**config.mk**
```make
export PLATFORM = sky130hd
export DESIGN_NAME = data_bus_arbiter
export DESIGN_NICKNAME = d
export VERILOG_FILES = /design/src/rtl/data_bus_arbiter.sv
export SDC_FILE = /design/constraint.sdc
export NUM_CORES = 1
export LEC_CHECK = 0
export CORE_MARGIN = 2
export CORE_UTILIZATION = 30
export CTS_CLUSTER_DIAMETER = 40
export DETAILED_ROUTE_END_ITERATION = 16
export MAX_ROUTING_LAYER = met4
export PLACE_DENSITY = 0.89
export SYNTH_ARGS = -nofsm -noshare
export SYNTH_HDL_FRONTEND = slang
export SYNTH_SLANG_ARGS = --single-unit
export TNS_END_PERCENT = 50
```
**constraint.sdc**
```tcl
create_clock -name clk -period 1.81 [get_ports clk]
set_input_delay 0.362 -clock clk [delete_from_list [all_inputs] [get_ports clk]]
set_output_delay 0.362 -clock clk [all_outputs]
set_load 0.005 [all_outputs]
```
**src/rtl/data_bus_arbiter.sv**
```systemverilog
// Two-master data bus arbiter: round-robin grant, one bus command per transfer,
// wait for the bus to go idle, then complete or abort on timeout.
module data_bus_arbiter #(
  parameter int ADDR_WIDTH = 32,
  parameter int DATA_WIDTH = 32,
  parameter int TIMEOUT    = 15
) (
  input  logic                  clk,
  input  logic                  rst,
  input  logic                  m0_req,
  input  logic                  m0_we,
  input  logic [ADDR_WIDTH-1:0] m0_addr,
  input  logic [1:0]            m0_size,
  input  logic [DATA_WIDTH-1:0] m0_wdata,
  input  logic                  m1_req,
  input  logic                  m1_we,
  input  logic [ADDR_WIDTH-1:0] m1_addr,
  input  logic [1:0]            m1_size,
  input  logic [DATA_WIDTH-1:0] m1_wdata,
  output logic                  m0_gnt,
  output logic                  m0_done,
  output logic                  m0_err,
  output logic                  m1_gnt,
  output logic                  m1_done,
  output logic                  m1_err,
  output logic [DATA_WIDTH-1:0] rdata,
  output logic                  bus_wd,
  output logic                  bus_rd,
  output logic [ADDR_WIDTH-1:0] bus_addr,
  output logic [1:0]            bus_size,
  output logic [DATA_WIDTH-1:0] bus_wdata,
  input  logic                  bus_ready,
  input  logic                  bus_busy,
  input  logic [DATA_WIDTH-1:0] bus_rdata
);

  typedef enum logic [1:0] {
    S_IDLE  = 2'd0,
    S_ISSUE = 2'd1,
    S_WAIT  = 2'd2,
    S_RESP  = 2'd3
  } state_t;

  localparam logic [7:0] TIMEOUT_C = 8'(TIMEOUT);

  state_t                r_state;
  state_t                w_next;
  logic                  r_sel;
  logic                  w_sel_next;
  logic                  r_last;
  logic                  r_we;
  logic [7:0]            r_cnt;
  logic [DATA_WIDTH-1:0] r_rdata;

  logic                  w_req;
  logic                  w_we;
  logic [ADDR_WIDTH-1:0] w_addr;
  logic [1:0]            w_size;
  logic [DATA_WIDTH-1:0] w_wdata;
  logic                  w_strobe;
  logic                  w_timeout;
  logic                  w_active;

  assign w_req     = r_sel ? m1_req   : m0_req;
  assign w_we      = r_sel ? m1_we    : m0_we;
  assign w_addr    = r_sel ? m1_addr  : m0_addr;
  assign w_size    = r_sel ? m1_size  : m0_size;
  assign w_wdata   = r_sel ? m1_wdata : m0_wdata;
  assign w_timeout = (r_cnt == TIMEOUT_C);
  assign w_active  = (r_state == S_ISSUE) || (r_state == S_WAIT);

  // Next-state, arbitration and command strobe
  always_comb begin
    w_next     = r_state;
    w_sel_next = r_sel;
    w_strobe   = 1'b0;
    case (r_state)
      S_IDLE: begin
        if (m0_req && m1_req) begin
          w_sel_next = ~r_last;
          w_next     = S_ISSUE;
        end else if (m0_req) begin
          w_sel_next = 1'b0;
          w_next     = S_ISSUE;
        end else if (m1_req) begin
          w_sel_next = 1'b1;
          w_next     = S_ISSUE;
        end else begin
          w_next = S_IDLE;
        end
      end
      S_ISSUE: begin
        // An abandoned request before the strobe leaves last_grant untouched.
        if (!w_req) begin
          w_next = S_IDLE;
        end else if (bus_ready && !bus_busy) begin
          w_strobe = 1'b1;
          w_next   = S_WAIT;
        end else begin
          w_next = S_ISSUE;
        end
      end
      S_WAIT: begin
        if (w_timeout) begin
          w_next = S_IDLE;
        end else if (!bus_busy) begin
          w_next = S_RESP;
        end else begin
          w_next = S_WAIT;
        end
      end
      S_RESP: begin
        w_next = S_IDLE;
      end
      default: begin
        w_next = S_IDLE;
      end
    endcase
  end

  // State, grant bookkeeping, wait counter and read-data register
  always_ff @(posedge clk) begin
    if (rst) begin
      r_state <= S_IDLE;
      r_sel   <= 1'b0;
      r_last  <= 1'b1;
      r_we    <= 1'b0;
      r_cnt   <= 8'd0;
      r_rdata <= '0;
    end else begin
      r_state <= w_next;
      if (r_state == S_IDLE) begin
        r_sel <= w_sel_next;
      end
      if (w_strobe) begin
        r_we <= w_we;
      end
      if (r_state == S_ISSUE) begin
        r_cnt <= 8'd0;
      end else if ((r_state == S_WAIT) && bus_busy && !w_timeout) begin
        r_cnt <= r_cnt + 8'd1;
      end
      if ((r_state == S_WAIT) && !w_timeout && !bus_busy && !r_we) begin
        r_rdata <= bus_rdata;
      end
      if ((r_state == S_RESP) || ((r_state == S_WAIT) && w_timeout)) begin
        r_last <= r_sel;
      end
    end
  end

  assign m0_gnt    = (r_state != S_IDLE) && !r_sel;
  assign m1_gnt    = (r_state != S_IDLE) &&  r_sel;
  assign m0_done   = (r_state == S_RESP) && !r_sel;
  assign m1_done   = (r_state == S_RESP) &&  r_sel;
  assign m0_err    = (r_state == S_WAIT) && w_timeout && !r_sel;
  assign m1_err    = (r_state == S_WAIT) && w_timeout &&  r_sel;
  assign rdata     = r_rdata;
  assign bus_rd    = w_strobe && !w_we;
  assign bus_wd    = w_strobe &&  w_we;
  assign bus_addr  = w_active ? w_addr  : '0;
  assign bus_size  = w_active ? w_size  : 2'b00;
  assign bus_wdata = w_active ? w_wdata : '0;

endmodule
```
==> flow_summary.toml, run 1 <==
[global_route]
antenna_found_initial = 0
grt_overflow = 0
use_met3_pct = 4.82
grt.total_usage_pct = 24.3
use_met2_pct = 43.3
grt_max_degree = 51
use_met1_pct = 27.8
grt_pass1_wl_um = 22000
grt_pass1_vias = 4230
busiest_layer = "met2"

[setup_path]
crit_path_end = "bus_addr[31]"
critPathMaxStageDelay_ns = 0.35
cp.arrival_ns = 1.66
rr_startpoint = "r_cnt[1]"
worstSetupPathType = "flip-flop to output pin"
cp-startpoint = "r_sel"
cp_cell_sequence = "buf_4, clkbuf_16, buf_6, buf_6, mux2i_4, nor2b_1, buf_2"
rrSetupSlack_ns = -0.02
cpMaxStageDelayCell = "dfxtp_4"
r2r_cells = 6
startpoint_type = "flip-flop"
required_ns = 1.45
cpMostUsedCell = "buf_6"
cp_max_fo = 4
cp-end-kind = "output pin"
timing.rr.end = "rdata[27]"

[floorplan]
die_area_um2 = 12100
die_h_um = 110
io-pin-count = 278
core_area_um2 = 10900
placementRows = 38
die_w_um = 110
initial_utilization_pct = 30.9

[yosys]
avgSynthCellArea_um2 = 8.85
syn_inst = 382
synth.largest_area_cell = "mux2i_1"
synth_edf_count = 0
ys_warn_count = 0
synth.net_count = 559
ys.flop_type = "dfxtp_1"
synth.area.top_cells = "mux2i_1 30%, dfxtp_1 27%, nor2b_1 12%"
seq_area_frac_synth_pct = 26.6
synth_top_area_share_pct = 30.2
synthArstFlopShare_pct = 0
ys_ff_latch = 45
syn_area_um2 = 3380
synth_most_common_cell = "mux2i_1"
synth.top_cells.by_count = "102 x mux2i_1, 67 x nor2b_1, 65 x nand2b_1"
yosys.cell_types.count = 34

[clocking]
cts.sinks = 45
cts_buffers = 5
clk_path_buf_depth = 2
root_buffer = "clkbuf_16"
ctsHtreeMaxLevel = 2
cts_tree = "done"
insertion_delay_ns = 0.29
clkSlewWorstSetupHoldPaths_ns = 0.07

[detailed_routing]
drtIter0Drc = 206
drt_pass1_iterations = 4
vias_per_cell = 4.83
drc = 0
vias = 4186
wl_per_cell_um = 18.6
wirelength_um = 16100
drtAntennaViolNets = 0

[sta]
setup_violations = 75
worst_slew_pin_slew_ns = 0.401
fin_crit_ns = 2.03
hold_viol = 0
rsz0062_at_grt = "yes"
fin_skew_ns = 0.00509
fmax_ghz = 0.494
slew-limit-headroom_pct = 73.2
post-route-period-util_pct = 112
slew_viol_final = 0
setup_slack_ns = -0.216

[placement]
dpl.hpwl_um = 11100
routabilityCongestion = 0.895
place_ws_ns = -0.510
io_buffer_count = 277

[power_and_ir_drop]
p_leak_uw = 0.00307
ir_drop_uv = 393
power-per-cell-area_nw_per_um2 = 464
report.power.total_uw = 3630

[outcome]
violations = "negative setup slack"
outcome = "finished with violations"

[hold_path]
hold_class = "flip-flop to flip-flop"
hold_path.startpoint = "rdata[16]"
hold_depth = 2

[cells_and_area]
synthToLayoutAreaGrowth_pct = 131
nNetsFinal = 902
antenna_cells = 0
drive_above_1_share_pct = 35.4

[run]
cap_viol_max_count = 0
## metal layers
metal	wire length (um)	share of wire, %
met5	0	0
met4	371	2.3
met3	1090	6.7
met2	8680	54
met1	6000	37
## final cells by class
class                           instances  area [um^2]
Clock buffer                            6          150
Clock inverter                          2         20.0
Fill cell                             790         3120
Inverter                                6         22.5
Multi-Input combinational cell        301         2950
Sequential cell                        45          910
Tap cell                              140          175
Timing Repair Buffer                  366         3590
## worst max-delay path: cells and delay by family, from the launching register on
family                 cells  cell delay (ns)
flip-flops                 1             0.35
buffers and inverters      5             0.72
AND/OR/NAND/NOR            1             0.13
multiplexers               1             0.17
## registers in the layout (all words and copies together), names as in the netlist
name / cells
r_state: 2
r_cnt: 8
rdata: 32
r_we: 1
r_last: 1
r_sel: 1
## timing repair
item / in CTS / in global routing
setup buffers: 32 / 18
pin swaps: 2 / 6
gates cloned: 5 / 4
hold buffers: 0 / 0
setup endpoints to repair: 87 / 105
resized for setup: 320 / 113
## worst min-delay path by stage
stage	slack, ns	endpoint
finish	0.47	rdata[16]
global route	0.50	rdata[11]
CTS	0.48	rdata[16]
detailed placement	0.47	rdata[16]
global placement	0.46	rdata[9]
floorplan	0.46	r_cnt[7]
## report_power, final
| group | switching, uW | internal [uW] |
|---|---|---|
| combinational | 567 | 1050 |
| clock | 406 | 608 |
| sequential | 4.73 | 996 |
| total | 978 | 2650 |
## cells by family after synthesis
family	count (synthesis)	share of synthesized area (%)
and+or+nand+nor	170	30.3
muxes	104	30.9
DFF	45	26.6
buffers and inverters	36	5.14
AOI/OAI and AO/OA	22	5.14
adders and majority gates	5	1.85
## layout by cell type (no fill, tap or decap), types with 7 or more instances in the layout
master           Yosys  layout
buf_12               0      14
nor2b_1             67      35
nor2b_4              0      20
clkdlybuf4s50_1      0     203
nand2b_1            65      65
mux2i_1            102      66
buf_4                0      38
clkbuf_16            0       9
dfxtp_1             45      40
buf_2                7      54
nor2_1              11       9
buf_6                4      27
mux2i_4              0      30
clkbuf_2             0       8
nand2_1              7       7
nor2b_2              0      12
## per-stage QoR
stage               setup TNS, ns  cell area (um^2)  utilization, %  hold WS (ns)  instances
floorplan                       0              3380               -         0.463        382
global placement           -11.76              6500            59.4         0.457        801
detailed placement         -14.23              6500            59.4         0.467        801
CTS                         -9.73              7260            66.4         0.476        846
global route               -13.43              7810            71.5         0.495        866
finish                      -7.89              7810            71.5         0.473        866
(Power assumes the default switching activity.)
==> inputs of run 2 (changes only) <==
- GPL_TIMING_DRIVEN: default -> 0
==> flow_summary.toml, run 2 (synthesis results as in run 1) <==
[outcome]
outcome = "finished with violations"
violations = "negative setup slack"

[detailed_routing]
drtIter0Drc = 165
vias_per_cell = 4.87
wirelength_um = 15400
drtAntennaViolNets = 0
drt_pass1_iterations = 4
drc = 0
vias = 4118
wl_per_cell_um = 18.2

[setup_path]
rr_startpoint = "r_state[0]"
required_ns = 1.45
cp-startpoint = "r_state[0]"
critical_path_buf_inv_count = 5
crit_cells = 7
startpoint_type = "flip-flop"
cp-end-kind = "output pin"
critPathMaxStageDelay_ns = 0.36
cp_cell_sequence = "inv_2, ha_4, clkbuf_16, clkbuf_16, buf_6, nor2b_4, buf_2"
timing.rr.end = "r_state[1]"
worstSetupPathType = "flip-flop to output pin"
r2r_cells = 13
cpMaxStageDelayCell = "dfxtp_2"
cp_max_fo = 6
path_delay_family = "buffers and inverters"
rrSetupSlack_ns = -0.15
cp.arrival_ns = 1.63
cpMostUsedCell = "clkbuf_16"
crit_path_end = "bus_wdata[23]"

[sta]
post-route-period-util_pct = 110
setup_violations = 90
whs_ns = 0.471
fin_crit_ns = 1.99
fmax_ghz = 0.501
fin_skew_ns = 0.00448
slew-limit-headroom_pct = 65.5
slew_viol_final = 0
rsz0062_at_grt = "yes"
setup_slack_ns = -0.185
hold_viol = 0
worst_slew_pin_slew_ns = 0.517

[run]
cap_viol_max_count = 0

[clocking]
clk_path_buf_depth = 2
cts.sinks = 45
cts_tree = "done"
root_buffer = "clkbuf_16"
cts_buffers = 5
clkSlewWorstSetupHoldPaths_ns = 0.06
hold_buffers = 0
insertion_delay_ns = 0.28
ctsHtreeMaxLevel = 2

[floorplan]
initial_utilization_pct = 30.9
core_area_um2 = 10900
placementRows = 38
die_area_um2 = 12100
die_h_um = 110
io-pin-count = 278
die_w_um = 110

[cells_and_area]
synthToLayoutAreaGrowth_pct = 123
layout_common_cells = "199 x clkdlybuf4s50_1, 68 x mux2i_1, 65 x nand2b_1"
final_common_cell = "clkdlybuf4s50_1"
nNetsFinal = 879
largest_register_ffs = 32
utilization_pct = 68.8
drive_above_1_share_pct = 34.6
design_area_um2 = 7530
layoutNonFillerInstCount = 845

[placement]
io_buffer_count = 275
placed_cells = 797
place_ws_ns = -0.860
dpl.hpwl_um = 11300
placed_area_um2 = 6310
routabilityCongestion = 0.928

[global_route]
grt_pass1_vias = 4199
grt_max_degree = 14
grt.total_usage_pct = 23.8
grt_overflow = 0
grt_pass1_wl_um = 21800
antenna_found_initial = 1

[hold_path]
hold_path.startpoint = "rdata[18]"
hold_class = "flip-flop to flip-flop"

[power_and_ir_drop]
ir_drop_uv = 381
power-per-cell-area_nw_per_um2 = 446
p_leak_uw = 0.00285
-- run 2: area by class of cell --
type	count	area [um^2]
plain buffers	27	357
multi-input cells	301	3020
inverters	6	25.0
flip-flops and latches	45	917
clock inverters	1	7.51
repair buffers	316	2880
clock buffers	7	133
diodes	2	5.00
well taps	140	175
fillers	797	3410
-- run 2: through the flow --
step           total power [uW]  TNS, ns
2_1_floorplan              1410        0
3_3_place_gp               2100   -53.12
3_5_place_dp               2110   -55.67
4_1_cts                    3200    -8.81
5_1_grt                    3500   -12.83
6_report                   3360    -5.68
-- run 2: per-layer routing --
metal / GRT usage [%] / up-vias / wire [um]
li1: - / 1945 / -
met1: 27.3 / 1954 / 5800
met2: 43.0 / 191 / 8370
met3: 3.64 / 28 / 954
met4: 6.25 / 0 / 239
met5: - / - / 0
-- run 2: what timing repair did --
| item | 4_1_cts | 5_1_grt |
|---|---|---|
| gates cloned | 5 | 1 |
| endpoints found under the setup margin | 105 | 105 |
| pin swaps | 4 | 9 |
| buffers inserted | 21 | 14 |
| gates resized for setup | 411 | 103 |
-- run 2: power by group --
| part | leakage, uW | internal (uW) | switching (uW) | total (uW) |
|---|---|---|---|---|
| clock network | 0.0000641 | 513 | 360 | 872 |
| logic | 0.00242 | 960 | 521 | 1480 |
| registers | 0.000366 | 992 | 9.27 | 1000 |
-- run 2: worst min-delay path by stage --
stage | endpoint | slack (ns) | depth (start not counted)
final | rdata[18] | 0.47 | 2
after global routing | rdata[18] | 0.48 | 2
after CTS | rdata[18] | 0.48 | 2
after detailed placement | rdata[18] | 0.47 | 2
after global placement | rdata[3] | 0.46 | 2
after floorplan | r_cnt[7] | 0.46 | 2
-- run 2: worst min-delay path, stage by stage (launching register included) --
cell and delay (ns):
dfxtp_1 0.31, nand2b_1 0.06, mux2i_1 0.05
==> inputs of run 3 (changes only) <==
- SLEW_MARGIN: default -> 20
==> results of run 3 <==
Final layout, timing and power as in run 2 (identical DEF).
